<file path="src/rtl/ga_run_controller_pkg.sv">
// Shared types and default widths for the GA engine.
package ga_pkg;
  typedef enum logic [2:0] {
    ST_IDLE   = 3'd0,
    ST_INIT   = 3'd1,
    ST_SEL    = 3'd2,
    ST_MUT    = 3'd3,
    ST_FINISH = 3'd4
  } ga_state_t;

  localparam int GA_GEN_W = 16;
  localparam int GA_FIT_W = 16;
  localparam int GA_POP_W = 7500;
endpackage

</file>
<file path="src/rtl/ga_run_controller_if.sv">
// Run-control bus between the sequencer (master) and its environment (slave).
interface ga_run_controller_if
  import ga_pkg::*;
#(
  parameter int GEN_W = GA_GEN_W,
  parameter int FIT_W = GA_FIT_W
);
  logic             start;
  logic             abort;
  logic [GEN_W-1:0] max_gen;
  logic [FIT_W-1:0] target_fit;
  logic             in_done;
  logic             sel_done;
  logic             mut_done;
  logic [FIT_W-1:0] gen_fit;
  logic             in_start;
  logic             sel_start;
  logic             mut_start;
  logic             busy;
  logic             done;
  logic             timeout_err;
  logic             hit_target;
  logic [GEN_W-1:0] gen_count;
  logic [FIT_W-1:0] best_fit;
  logic [2:0]       state_out;

  modport master (
    input  start, abort, max_gen, target_fit, in_done, sel_done, mut_done, gen_fit,
    output in_start, sel_start, mut_start, busy, done, timeout_err, hit_target,
           gen_count, best_fit, state_out
  );
  modport slave (
    output start, abort, max_gen, target_fit, in_done, sel_done, mut_done, gen_fit,
    input  in_start, sel_start, mut_start, busy, done, timeout_err, hit_target,
           gen_count, best_fit, state_out
  );
endinterface

</file>
<file path="src/rtl/ga_run_controller_edge_rise.sv">
// Single-bit rising-edge detector; rise_o is high when d_i is 1 and was 0 last cycle.
module edge_rise (
  input  logic clk,
  input  logic rst_n,
  input  logic d_i,
  output logic rise_o
);
  logic prev_q;

  // previous-cycle copy of the input, tracked every cycle
  always_ff @(posedge clk or negedge rst_n) begin
    if (!rst_n) prev_q <= 1'b0;
    else        prev_q <= d_i;
  end

  assign rise_o = d_i & ~prev_q;
endmodule

</file>
<file path="src/rtl/ga_run_controller.sv">
// Run sequencer: INIT -> (SEL -> MUT)* -> FINISH with budget, target, watchdog and abort.
module ga_run_controller
  import ga_pkg::*;
#(
  parameter int GEN_W   = GA_GEN_W,
  parameter int FIT_W   = GA_FIT_W,
  parameter int TIMEOUT = 65535
) (
  input logic                 clk,
  input logic                 rst_n,
  ga_run_controller_if.master bus
);
  // watchdog only needs to count up to TIMEOUT-1
  localparam int WD_W = (TIMEOUT > 1) ? $clog2(TIMEOUT) : 1;

  ga_state_t        state_q, state_d;
  logic [GEN_W-1:0] gen_q, gen_d, maxg_q, maxg_d, gen_inc;
  logic [FIT_W-1:0] best_q, best_d, tgt_q, tgt_d;
  logic [WD_W-1:0]  wd_q, wd_d;
  logic             to_q, to_d, hit_q, hit_d;
  logic             in_st_q, in_st_d, sel_st_q, sel_st_d, mut_st_q, mut_st_d;
  logic             busy_q, busy_d, done_q, done_d;
  logic             wd_exp, act_q;
  logic [2:0]       done_vec, rise;

  assign done_vec = {bus.mut_done, bus.sel_done, bus.in_done};

  // one edge detector per stage done; all track regardless of state
  for (genvar i = 0; i < 3; i++) begin : g_edge
    edge_rise u_edge (.clk(clk), .rst_n(rst_n), .d_i(done_vec[i]), .rise_o(rise[i]));
  end

  assign act_q   = (state_q == ST_INIT) || (state_q == ST_SEL) || (state_q == ST_MUT);
  assign wd_exp  = (TIMEOUT != 0) && (wd_q == WD_W'(TIMEOUT - 1));
  assign gen_inc = (gen_q == '1) ? gen_q : gen_q + 1'b1;

  // next-state, counters, flags and start pulses; done edges take priority over the watchdog
  always_comb begin
    state_d  = state_q;
    gen_d    = gen_q;
    best_d   = best_q;
    to_d     = to_q;
    hit_d    = hit_q;
    maxg_d   = maxg_q;
    tgt_d    = tgt_q;
    in_st_d  = 1'b0;
    sel_st_d = 1'b0;
    mut_st_d = 1'b0;
    if (bus.abort) begin
      state_d = ST_IDLE;
    end else begin
      case (state_q)
        ST_IDLE, ST_FINISH: if (bus.start) begin
          state_d = ST_INIT;
          in_st_d = 1'b1;
          gen_d   = '0;
          best_d  = '0;
          to_d    = 1'b0;
          hit_d   = 1'b0;
          maxg_d  = bus.max_gen;
          tgt_d   = bus.target_fit;
        end
        ST_INIT: if (rise[0]) begin
          state_d  = ST_SEL;
          sel_st_d = 1'b1;
        end else if (wd_exp) begin
          state_d = ST_FINISH;
          to_d    = 1'b1;
        end
        ST_SEL: if (rise[1]) begin
          best_d = (bus.gen_fit > best_q) ? bus.gen_fit : best_q;
          if (bus.gen_fit >= tgt_q) begin
            hit_d   = 1'b1;
            state_d = ST_FINISH;
          end else begin
            state_d  = ST_MUT;
            mut_st_d = 1'b1;
          end
        end else if (wd_exp) begin
          state_d = ST_FINISH;
          to_d    = 1'b1;
        end
        ST_MUT: if (rise[2]) begin
          gen_d = gen_inc;
          if (maxg_q != '0 && gen_inc == maxg_q) begin
            state_d = ST_FINISH;
          end else begin
            state_d  = ST_SEL;
            sel_st_d = 1'b1;
          end
        end else if (wd_exp) begin
          state_d = ST_FINISH;
          to_d    = 1'b1;
        end
        default: state_d = ST_IDLE;
      endcase
    end
    wd_d   = (act_q && state_d == state_q) ? wd_q + WD_W'(1) : '0;
    busy_d = (state_d == ST_INIT) || (state_d == ST_SEL) || (state_d == ST_MUT);
    done_d = (state_d == ST_FINISH);
  end

  // state and output registers
  always_ff @(posedge clk or negedge rst_n) begin
    if (!rst_n) begin
      state_q  <= ST_IDLE;
      gen_q    <= '0;
      best_q   <= '0;
      to_q     <= 1'b0;
      hit_q    <= 1'b0;
      maxg_q   <= '0;
      tgt_q    <= '0;
      wd_q     <= '0;
      in_st_q  <= 1'b0;
      sel_st_q <= 1'b0;
      mut_st_q <= 1'b0;
      busy_q   <= 1'b0;
      done_q   <= 1'b0;
    end else begin
      state_q  <= state_d;
      gen_q    <= gen_d;
      best_q   <= best_d;
      to_q     <= to_d;
      hit_q    <= hit_d;
      maxg_q   <= maxg_d;
      tgt_q    <= tgt_d;
      wd_q     <= wd_d;
      in_st_q  <= in_st_d;
      sel_st_q <= sel_st_d;
      mut_st_q <= mut_st_d;
      busy_q   <= busy_d;
      done_q   <= done_d;
    end
  end

  assign bus.in_start    = in_st_q;
  assign bus.sel_start   = sel_st_q;
  assign bus.mut_start   = mut_st_q;
  assign bus.busy        = busy_q;
  assign bus.done        = done_q;
  assign bus.timeout_err = to_q;
  assign bus.hit_target  = hit_q;
  assign bus.gen_count   = gen_q;
  assign bus.best_fit    = best_q;
  assign bus.state_out   = state_q;
endmodule
</file>
<file path="src/flat_wrapper.sv">
// flat-port wrapper written by rule: the top's interface ports become plain ports
module ga_run_controller_flat import ga_pkg::*;
#(
  parameter int GEN_W   = GA_GEN_W,
  parameter int FIT_W   = GA_FIT_W,
  parameter int TIMEOUT = 65535
)
  (clk, rst_n, bus_start, bus_abort, bus_max_gen, bus_target_fit, bus_in_done, bus_sel_done, bus_mut_done, bus_gen_fit, bus_in_start, bus_sel_start, bus_mut_start, bus_busy, bus_done, bus_timeout_err, bus_hit_target, bus_gen_count, bus_best_fit, bus_state_out);
  ga_run_controller_if #(.GEN_W(GEN_W), .FIT_W(FIT_W)) bus_i ();
  input logic clk;
  input logic rst_n;
  input wire logic [$bits(bus_i.start)-1:0] bus_start;
  input wire logic [$bits(bus_i.abort)-1:0] bus_abort;
  input wire logic [$bits(bus_i.max_gen)-1:0] bus_max_gen;
  input wire logic [$bits(bus_i.target_fit)-1:0] bus_target_fit;
  input wire logic [$bits(bus_i.in_done)-1:0] bus_in_done;
  input wire logic [$bits(bus_i.sel_done)-1:0] bus_sel_done;
  input wire logic [$bits(bus_i.mut_done)-1:0] bus_mut_done;
  input wire logic [$bits(bus_i.gen_fit)-1:0] bus_gen_fit;
  output wire logic [$bits(bus_i.in_start)-1:0] bus_in_start;
  output wire logic [$bits(bus_i.sel_start)-1:0] bus_sel_start;
  output wire logic [$bits(bus_i.mut_start)-1:0] bus_mut_start;
  output wire logic [$bits(bus_i.busy)-1:0] bus_busy;
  output wire logic [$bits(bus_i.done)-1:0] bus_done;
  output wire logic [$bits(bus_i.timeout_err)-1:0] bus_timeout_err;
  output wire logic [$bits(bus_i.hit_target)-1:0] bus_hit_target;
  output wire logic [$bits(bus_i.gen_count)-1:0] bus_gen_count;
  output wire logic [$bits(bus_i.best_fit)-1:0] bus_best_fit;
  output wire logic [$bits(bus_i.state_out)-1:0] bus_state_out;
  assign bus_i.start = bus_start;
  assign bus_i.abort = bus_abort;
  assign bus_i.max_gen = bus_max_gen;
  assign bus_i.target_fit = bus_target_fit;
  assign bus_i.in_done = bus_in_done;
  assign bus_i.sel_done = bus_sel_done;
  assign bus_i.mut_done = bus_mut_done;
  assign bus_i.gen_fit = bus_gen_fit;
  assign bus_in_start = bus_i.in_start;
  assign bus_sel_start = bus_i.sel_start;
  assign bus_mut_start = bus_i.mut_start;
  assign bus_busy = bus_i.busy;
  assign bus_done = bus_i.done;
  assign bus_timeout_err = bus_i.timeout_err;
  assign bus_hit_target = bus_i.hit_target;
  assign bus_gen_count = bus_i.gen_count;
  assign bus_best_fit = bus_i.best_fit;
  assign bus_state_out = bus_i.state_out;
  ga_run_controller #(.GEN_W(GEN_W), .FIT_W(FIT_W), .TIMEOUT(TIMEOUT)) u_core (.clk(clk), .rst_n(rst_n), .bus(bus_i));
endmodule
</file>
<file path="config.mk">
export PLATFORM = sky130hd
export DESIGN_NAME = ga_run_controller_flat
export DESIGN_NICKNAME = d
export VERILOG_FILES = /design/src/rtl/ga_run_controller_pkg.sv /design/src/rtl/ga_run_controller_if.sv /design/src/rtl/ga_run_controller_edge_rise.sv /design/src/rtl/ga_run_controller.sv /design/src/flat_wrapper.sv
export SDC_FILE = /design/constraint.sdc
export NUM_CORES = 1
export LEC_CHECK = 0
export ABC_AREA = 1
export BUFFER_PORTS_ARGS = -buffer_cell sky130_fd_sc_hd__buf_2
export CAP_MARGIN = 20
export CORE_MARGIN = 2
export CORE_UTILIZATION = 35
export CTS_CLUSTER_DIAMETER = 30
export DETAILED_ROUTE_END_ITERATION = 10
export GPL_TIMING_DRIVEN = 0
export PLACE_DENSITY_LB_ADDON = 0.25
export SYNTH_ARGS = -nofsm -noshare
export SYNTH_HDL_FRONTEND = slang
export SYNTH_SLANG_ARGS = --single-unit
</file>
<file path="constraint.sdc">
create_clock -name clk -period 3.2 [get_ports clk]
set_input_delay 0.64 -clock clk [delete_from_list [all_inputs] [get_ports clk]]
set_output_delay 0.64 -clock clk [all_outputs]
set_load 0.1 [all_outputs]
</file>
==> metrics.txt, run 1 <==
status complete, no violations; die height around 130 um; ratio of total power to cell area 503 nW/um^2; Critical Path Max Stage Delay 0.42 ns; Num CTS Buffers 9; first-pass GRT wire length 24000 um; launching instance or port of the critical path u_core.bus.gen_count[0]; first-pass iteration count of the detailed router 5; Synth Cell Area 5490 um^2; Setup crit start kind register; Highest Clock Rate 0.359 GHz; WP buf/inv 4; Post-Synthesis Mean Instance Area 7.80 um^2; number of instances in the synthesized netlist 703; share of flip-flops with an asynchronous set or reset after synthesis 1.00; Setup-failing EPs final 0; flop and latch count out of synthesis 93; total clock sinks 93; area of the die roughly 17000 um^2; cells traversed along the worst timing path ha_1, inv_1, nor2_4, nand2_4, clkinv_2, nand2_4, buf_4, nand3_1, nand3_1, nor2_1, nand3_1, o21bai_2, nand3_2, nand2_1, nand2_2, nand3_4, buf_12, nor2_2; number of hold-repair buffers added at the cts stage 0; overflow left after global routing 0; type of the tightest min-delay check input pin to asynchronous set/reset pin; Post-route DRC 0; layout cell share with drive strength beyond 1 0.179; library cells used by synthesis 43; clock transition at the registers of the reported paths 0.07 ns; Clk Tree Root Cell sky130_fd_sc_hd__clkbuf_16; area of the core 15300 um^2; Setup Fix Bufs, Post-CTS 0; pin count of the biggest net entering global routing 65; Slew headroom 0.624; Tot GR Track Use 0.185; Final Total Pwr 3.29 mW; number of nets with antenna violations after routing 0; source-to-sink clock delay at the later pin of the worst-skew pair 0.35 ns; largest buffer count on any clock path 2; estimated wirelength of the detail-placed design 11300 um; number of max-slew violations in the final report 0; area overhead of the layout relative to synthesis 19.3%; post-cts gate resize count 0; routed length per placed instance 14.1 um; number of violations of the max-capacitance limit 0; number of flops mapped to enable cells by yosys 0; vias in the first global route 4737; clock tree from TritonCTS yes; CP Class register to register; Synthesized Nets 793; nature of the critical path endpoint register; count of routing violations after the opening detailed-route iteration 279; Final min period 2.79 ns; top cell family by delay on the critical path simple AND/OR/NAND/NOR gates; unrepaired setup endpoints after global routing no; final-stage net count 901; via count normalized by instance count 4.83; Crit path top cell by count sky130_fd_sc_hd__nand3_1; routability congestion estimate from global placement 0.829; Boundary Pins 97; critical path data arrival time 3.02 ns; cell with the biggest individual delay on the critical path sky130_fd_sc_hd__dfrtp_1; setup slack after layout roughly 0.41 ns; Warnings, synthesis 0; sequential element share of the synthesized area 0.424; static leakage 3.31 nW; accumulated negative setup slack 0 ns; number of antenna violations at the first check in global routing 1; sum of routed wire length over all layers 14500 um; Starting Density 0.359; worst-case vdd ir drop 0.273 mV; top flip-flop cell by instance count after synthesis sky130_fd_sc_hd__dfrtp_1; Final period util 0.871; total of buffers placed on input and output ports 96; startpoint of the worst register-to-register path u_core.bus.gen_count[0]; Horiz. Die Dim 129 um; H-tree level count 3; Setup Slack @ Placement 0.300 ns; Final Skew 0.00767 ns; Site Rows 45; DR vias 4953; Worst EP required 3.44 ns; Least-Margin Pin Slew 0.559 ns; Hold WS 0.230 ns; Crit Path Max Fanout 10; hold violation count in the final report 0
## logic make-up (layout without fill, tap and decap cells)
group	count (synthesis)	in the layout	share of synthesized area
AO/OA/AOI/OAI	112	112	0.109
XOR/XNOR	17	17	0.0271
adder cells (fa/ha/maj)	35	35	0.0798
buffers and inverters	117	228	0.0853
flip-flops	93	93	0.424
other	0	1	0
AND/OR/NAND/NOR	329	329	0.274
## path summary, 6_finish.rpt
kind	slack, ns	to	depth (start not counted)
setup reg to reg	0.41	u_core.wd_q[7]	18
hold / removal	0.23	u_core.bus.best_fit[7]	1
min in group clk	0.41	u_core.g_edge[1].u_edge.prev_q	1
max in group asynchronous	2.30	u_core.bus.gen_count[0]	2
setup / recovery	0.41	u_core.wd_q[7]	18
hold reg to reg	0.48	u_core.tgt_q[0]	2
## flip-flops by register name (all words and copies together) (netlist names)
register,cells
u_core.bus.sel_start,1
u_core.bus.in_start,1
u_core.wd_q,16
u_core.tgt_q,16
u_core.bus.state_out,3
u_core.bus.best_fit,16
u_core.g_edge.u_edge.prev_q,3
u_core.bus.gen_count,16
u_core.bus.mut_start,1
u_core.maxg_q,16
u_core.bus.timeout_err,1
u_core.bus.hit_target,1
u_core.bus.busy,1
u_core.bus.done,1
## metrics by stage
step / instances / util / cell area [um^2]
after global routing: 1026 / 0.429 / 6540
after floorplan: 703 / - / 5490
final: 1026 / 0.429 / 6540
after CTS: 1025 / 0.429 / 6540
after detailed placement: 1011 / 0.410 / 6260
after global placement: 1010 / 0.408 / 6230
## area by class of cell
cell class / count / area (um^2)
Antenna cell: 1 / 2.50
Clock inverter: 4 / 51.3
Multi-Input combinational cell: 493 / 2690
Buffer: 17 / 91.3
Inverter: 100 / 377
Clock buffer: 10 / 229
Sequential cell: 93 / 2330
Tap cell: 211 / 264
Fill cell: 1560 / 8720
Timing Repair Buffer: 97 / 510
## cells in the final DEF, fill, tap and decap left out, types with 2 or more instances in the layout
cell,count
sky130_fd_sc_hd__a21oi_1,25
sky130_fd_sc_hd__buf_4,2
sky130_fd_sc_hd__clkbuf_16,9
sky130_fd_sc_hd__xnor2_1,4
sky130_fd_sc_hd__inv_2,2
sky130_fd_sc_hd__dfrtp_1,93
sky130_fd_sc_hd__inv_1,97
sky130_fd_sc_hd__nor2_2,12
sky130_fd_sc_hd__buf_1,3
sky130_fd_sc_hd__nand2_1,159
sky130_fd_sc_hd__xor2_1,13
sky130_fd_sc_hd__nor2_1,51
sky130_fd_sc_hd__nor3_1,3
sky130_fd_sc_hd__nand3_1,65
sky130_fd_sc_hd__nor4_1,4
sky130_fd_sc_hd__clkinv_2,2
sky130_fd_sc_hd__nand3b_1,2
sky130_fd_sc_hd__nand3_2,2
sky130_fd_sc_hd__ha_1,35
sky130_fd_sc_hd__buf_2,95
sky130_fd_sc_hd__nand4_1,15
sky130_fd_sc_hd__nor2_4,4
sky130_fd_sc_hd__nand2_2,5
sky130_fd_sc_hd__nand2_4,2
sky130_fd_sc_hd__o22ai_1,4
sky130_fd_sc_hd__clkbuf_1,12
sky130_fd_sc_hd__o21ai_0,72
## synth_stat cells (5+ instances only)
cell type / n / area share
sky130_fd_sc_hd__o21ai_0: 72 / 0.066
sky130_fd_sc_hd__ha_1: 35 / 0.080
sky130_fd_sc_hd__nand2_1: 159 / 0.11
sky130_fd_sc_hd__nand4_1: 15 / 0.017
sky130_fd_sc_hd__nand3_1: 65 / 0.059
sky130_fd_sc_hd__dfrtp_1: 93 / 0.42
sky130_fd_sc_hd__a21oi_1: 25 / 0.023
sky130_fd_sc_hd__nand2_2: 5 / 0.0057
sky130_fd_sc_hd__nor2_2: 12 / 0.014
sky130_fd_sc_hd__inv_1: 97 / 0.066
sky130_fd_sc_hd__xor2_1: 13 / 0.021
sky130_fd_sc_hd__nor2_1: 51 / 0.035
sky130_fd_sc_hd__clkbuf_1: 11 / 0.0075
## worst reg2reg max path: cells and delay by family, from the launching register on
kind	cells	cell delay (ns)
AOI/OAI and AO/OA	1	0.24
and+or+nand+nor	12	1.19
DFF	1	0.42
adders and majority gates	1	0.29
buffers and inverters	4	0.53
## metal layers
metal | part of all wire | global-route usage
met2 | 0.45 | 0.287
met5 | 0 | 0
met4 | 0.024 | 0.0639
met3 | 0.054 | 0.0429
met1 | 0.47 | 0.255
## power by group
part	switching (mW)	internal, mW	leakage, nW
combinational	0.593	0.254	1.94
clock	0.444	0.597	0.134
sequential	0.0850	1.32	1.23
total	1.12	2.17	3.31
(Power assumes the default switching activity.)
==> inputs of run 2 (changes only) <==
--- a/config.mk
+++ b/config.mk
@@ -15,4 +15,5 @@
 export GPL_TIMING_DRIVEN = 0
 export PLACE_DENSITY_LB_ADDON = 0.25
+export SKIP_CTS_REPAIR_TIMING = 1
 export SYNTH_ARGS = -nofsm -noshare
 export SYNTH_HDL_FRONTEND = slang
==> constraint.sdc (replaced) <==
create_clock -name clk -period 3.2 [get_ports clk]
set_input_delay 0.32 -clock clk [delete_from_list [all_inputs] [get_ports clk]]
set_output_delay 0.32 -clock clk [all_outputs]
set_load 0.1 [all_outputs]
==> run 2 against run 1 <==
Net effect: critical path depth did not move; flip-flop and latch count is the same; fmax up 0.12%; largest cell class unchanged.
==> metrics.txt, run 2 (synthesized netlist as in run 1, its figures left out) <==
Crit Path Max Fanout 10; post-layout instance area 6550 um^2; number of antenna violations at the first check in global routing 1; unrepaired setup endpoints after global routing no; number of nets with antenna violations after routing 0; most common library cell in the layout ignoring fill and taps sky130_fd_sc_hd__nand2_1; vias in the first global route 4737; Setup crit start kind register; first-pass GRT wire length ~24000 um; pin count of the biggest net entering global routing 65; Critical Path Max Stage Delay approximately 0.42 ns; clock tree from TritonCTS yes; Site Rows 45; Final period util 0.870; first-pass iteration count of the detailed router 5; number of max-slew violations in the final report 0; ratio of total power to cell area 503 nW/um^2; Tot GR Track Use 0.185; Starting Density 0.359; Horiz. Die Dim between 100 and 150 um; Slew headroom 0.626; worst-case vdd ir drop 0.273 mV; count of placed standard cells in the final layout, fillers left out between 1k and 1.5k; Num CTS Buffers 9; total placed cells including tap cells 1011; Final min period 2.78 ns; Least-Margin Pin Slew approximately 0.56 ns; critical path data arrival time 3.02 ns; routability congestion estimate from global placement 0.829; clock transition at the registers of the reported paths 0.07 ns; Worst EP required 3.44 ns; cell with the biggest individual delay on the critical path sky130_fd_sc_hd__dfrtp_1; most frequent cells in the layout 159 x sky130_fd_sc_hd__nand2_1, 97 x sky130_fd_sc_hd__inv_1, 95 x sky130_fd_sc_hd__buf_2; dpl cell area 6260 um^2; via count normalized by instance count 4.81; CP Class register to register; static leakage 3.31 nW; overflow left after global routing 0; accumulated negative setup slack 0 ns; final-stage net count 902; Crit path top cell by count sky130_fd_sc_hd__nand3_1; area taken by multi-input logic gates 2690 um^2; sum of routed wire length over all layers 14600 um; die height 129 um; total of buffers placed on input and output ports 96; hold violation count in the final report 0; type of the tightest min-delay check input pin to register; cells traversed along the worst timing path ha_1, inv_1, nor2_4, nand2_4, clkinv_2, nand2_4, buf_4, nand3_1, nand3_1, nor2_1, nand3_1, o21bai_2, nand3_2, nand2_1, nand2_2, nand3_4, buf_12, nor2_2; layout cell share with drive strength beyond 1 0.179; fillers 1560; Clk Tree Root Cell sky130_fd_sc_hd__clkbuf_16; Final Skew 0.00840 ns; Highest Clock Rate between 0.3 and 0.4 GHz; number of violations of the max-capacitance limit 0; Setup-failing EPs final 0; count of routing violations after the opening detailed-route iteration 315; estimated wirelength of the detail-placed design between 10000 and 15000 um; source-to-sink clock delay at the later pin of the worst-skew pair roughly 0.35 ns; total clock sinks 93; Post-route DRC 0; DR vias 4935; area overhead of the layout relative to synthesis 19.5%; nature of the critical path endpoint register; routed length per placed instance 14.2 um; H-tree level count 3; area of the die 16700 um^2; largest buffer count on any clock path 2; Boundary Pins 97; area taken by flip-flops and latches 2330 um^2; area of the core between 15000 and 20000 um^2; status complete, no violations
-- run 2: routing by layer --
metal | global-route usage | up-vias | wire (um) | share of wire
met1 | 0.255 | 2254 | 6910 | 0.47
met5 | 0 | - | 0 | 0
met3 | 0.0429 | 23 | 837 | 0.058
met2 | 0.287 | 151 | 6500 | 0.45
met4 | 0.0639 | 0 | 300 | 0.021
li1 | - | 2507 | - | -
-- run 2: cell type report --
class                      count  share of cell area
multi-input combinational    493               0.411
sequential                    93               0.355
timing repair buffer          98              0.0794
inverter                     100              0.0575
tap                          211              0.0403
clock buffer                  10              0.0349
buffer                        17              0.0139
clock inverter                 4             0.00783
antenna                        1            0.000382
-- run 2: per-stage QoR --
stage	setup WS (ns)	util	total power [mW]	hold slack (ns)
2_1_floorplan	0.116	-	2.00	0.0244
3_3_place_gp	0.455	0.408	2.26	0.443
3_5_place_dp	0.444	0.410	2.27	0.290
4_1_cts	0.428	0.429	3.33	-0.0870
5_1_grt	0.153	0.429	3.51	0.0763
6_report	0.417	0.429	3.29	0.0840
-- run 2: where the power goes --
part           internal (mW)  leakage, nW  switching [mW]
registers               1.32         1.23          0.0851
clock network          0.597        0.134           0.449
logic                  0.254         1.94           0.593
total                   2.17         3.31            1.13
-- run 2: worst paths after layout --
check / from / to / slack [ns] / depth (start not counted)
setup / recovery: u_core.bus.gen_count[0] / u_core.wd_q[7] / 0.42 / 18
hold / removal: bus_sel_done / u_core.g_edge[1].u_edge.prev_q / 0.08 / 1
setup reg to reg: u_core.bus.gen_count[0] / u_core.wd_q[7] / 0.42 / 18
hold reg to reg: u_core.tgt_q[0] / u_core.tgt_q[0] / 0.48 / 2
max in group asynchronous: rst_n / u_core.bus.gen_count[0] / 2.07 / 3
min in group asynchronous: rst_n / u_core.bus.best_fit[7] / 0.46 / 2
-- run 2: worst max-delay path: cells and delay by family (launching register included) --
kind / cells / cell delay [ns]
adder cells (fa/ha/maj): 1 / 0.29
AND/OR/NAND/NOR: 12 / 1.19
AO/OA/AOI/OAI: 1 / 0.24
buffers and inverters: 4 / 0.52
flip-flops: 1 / 0.42
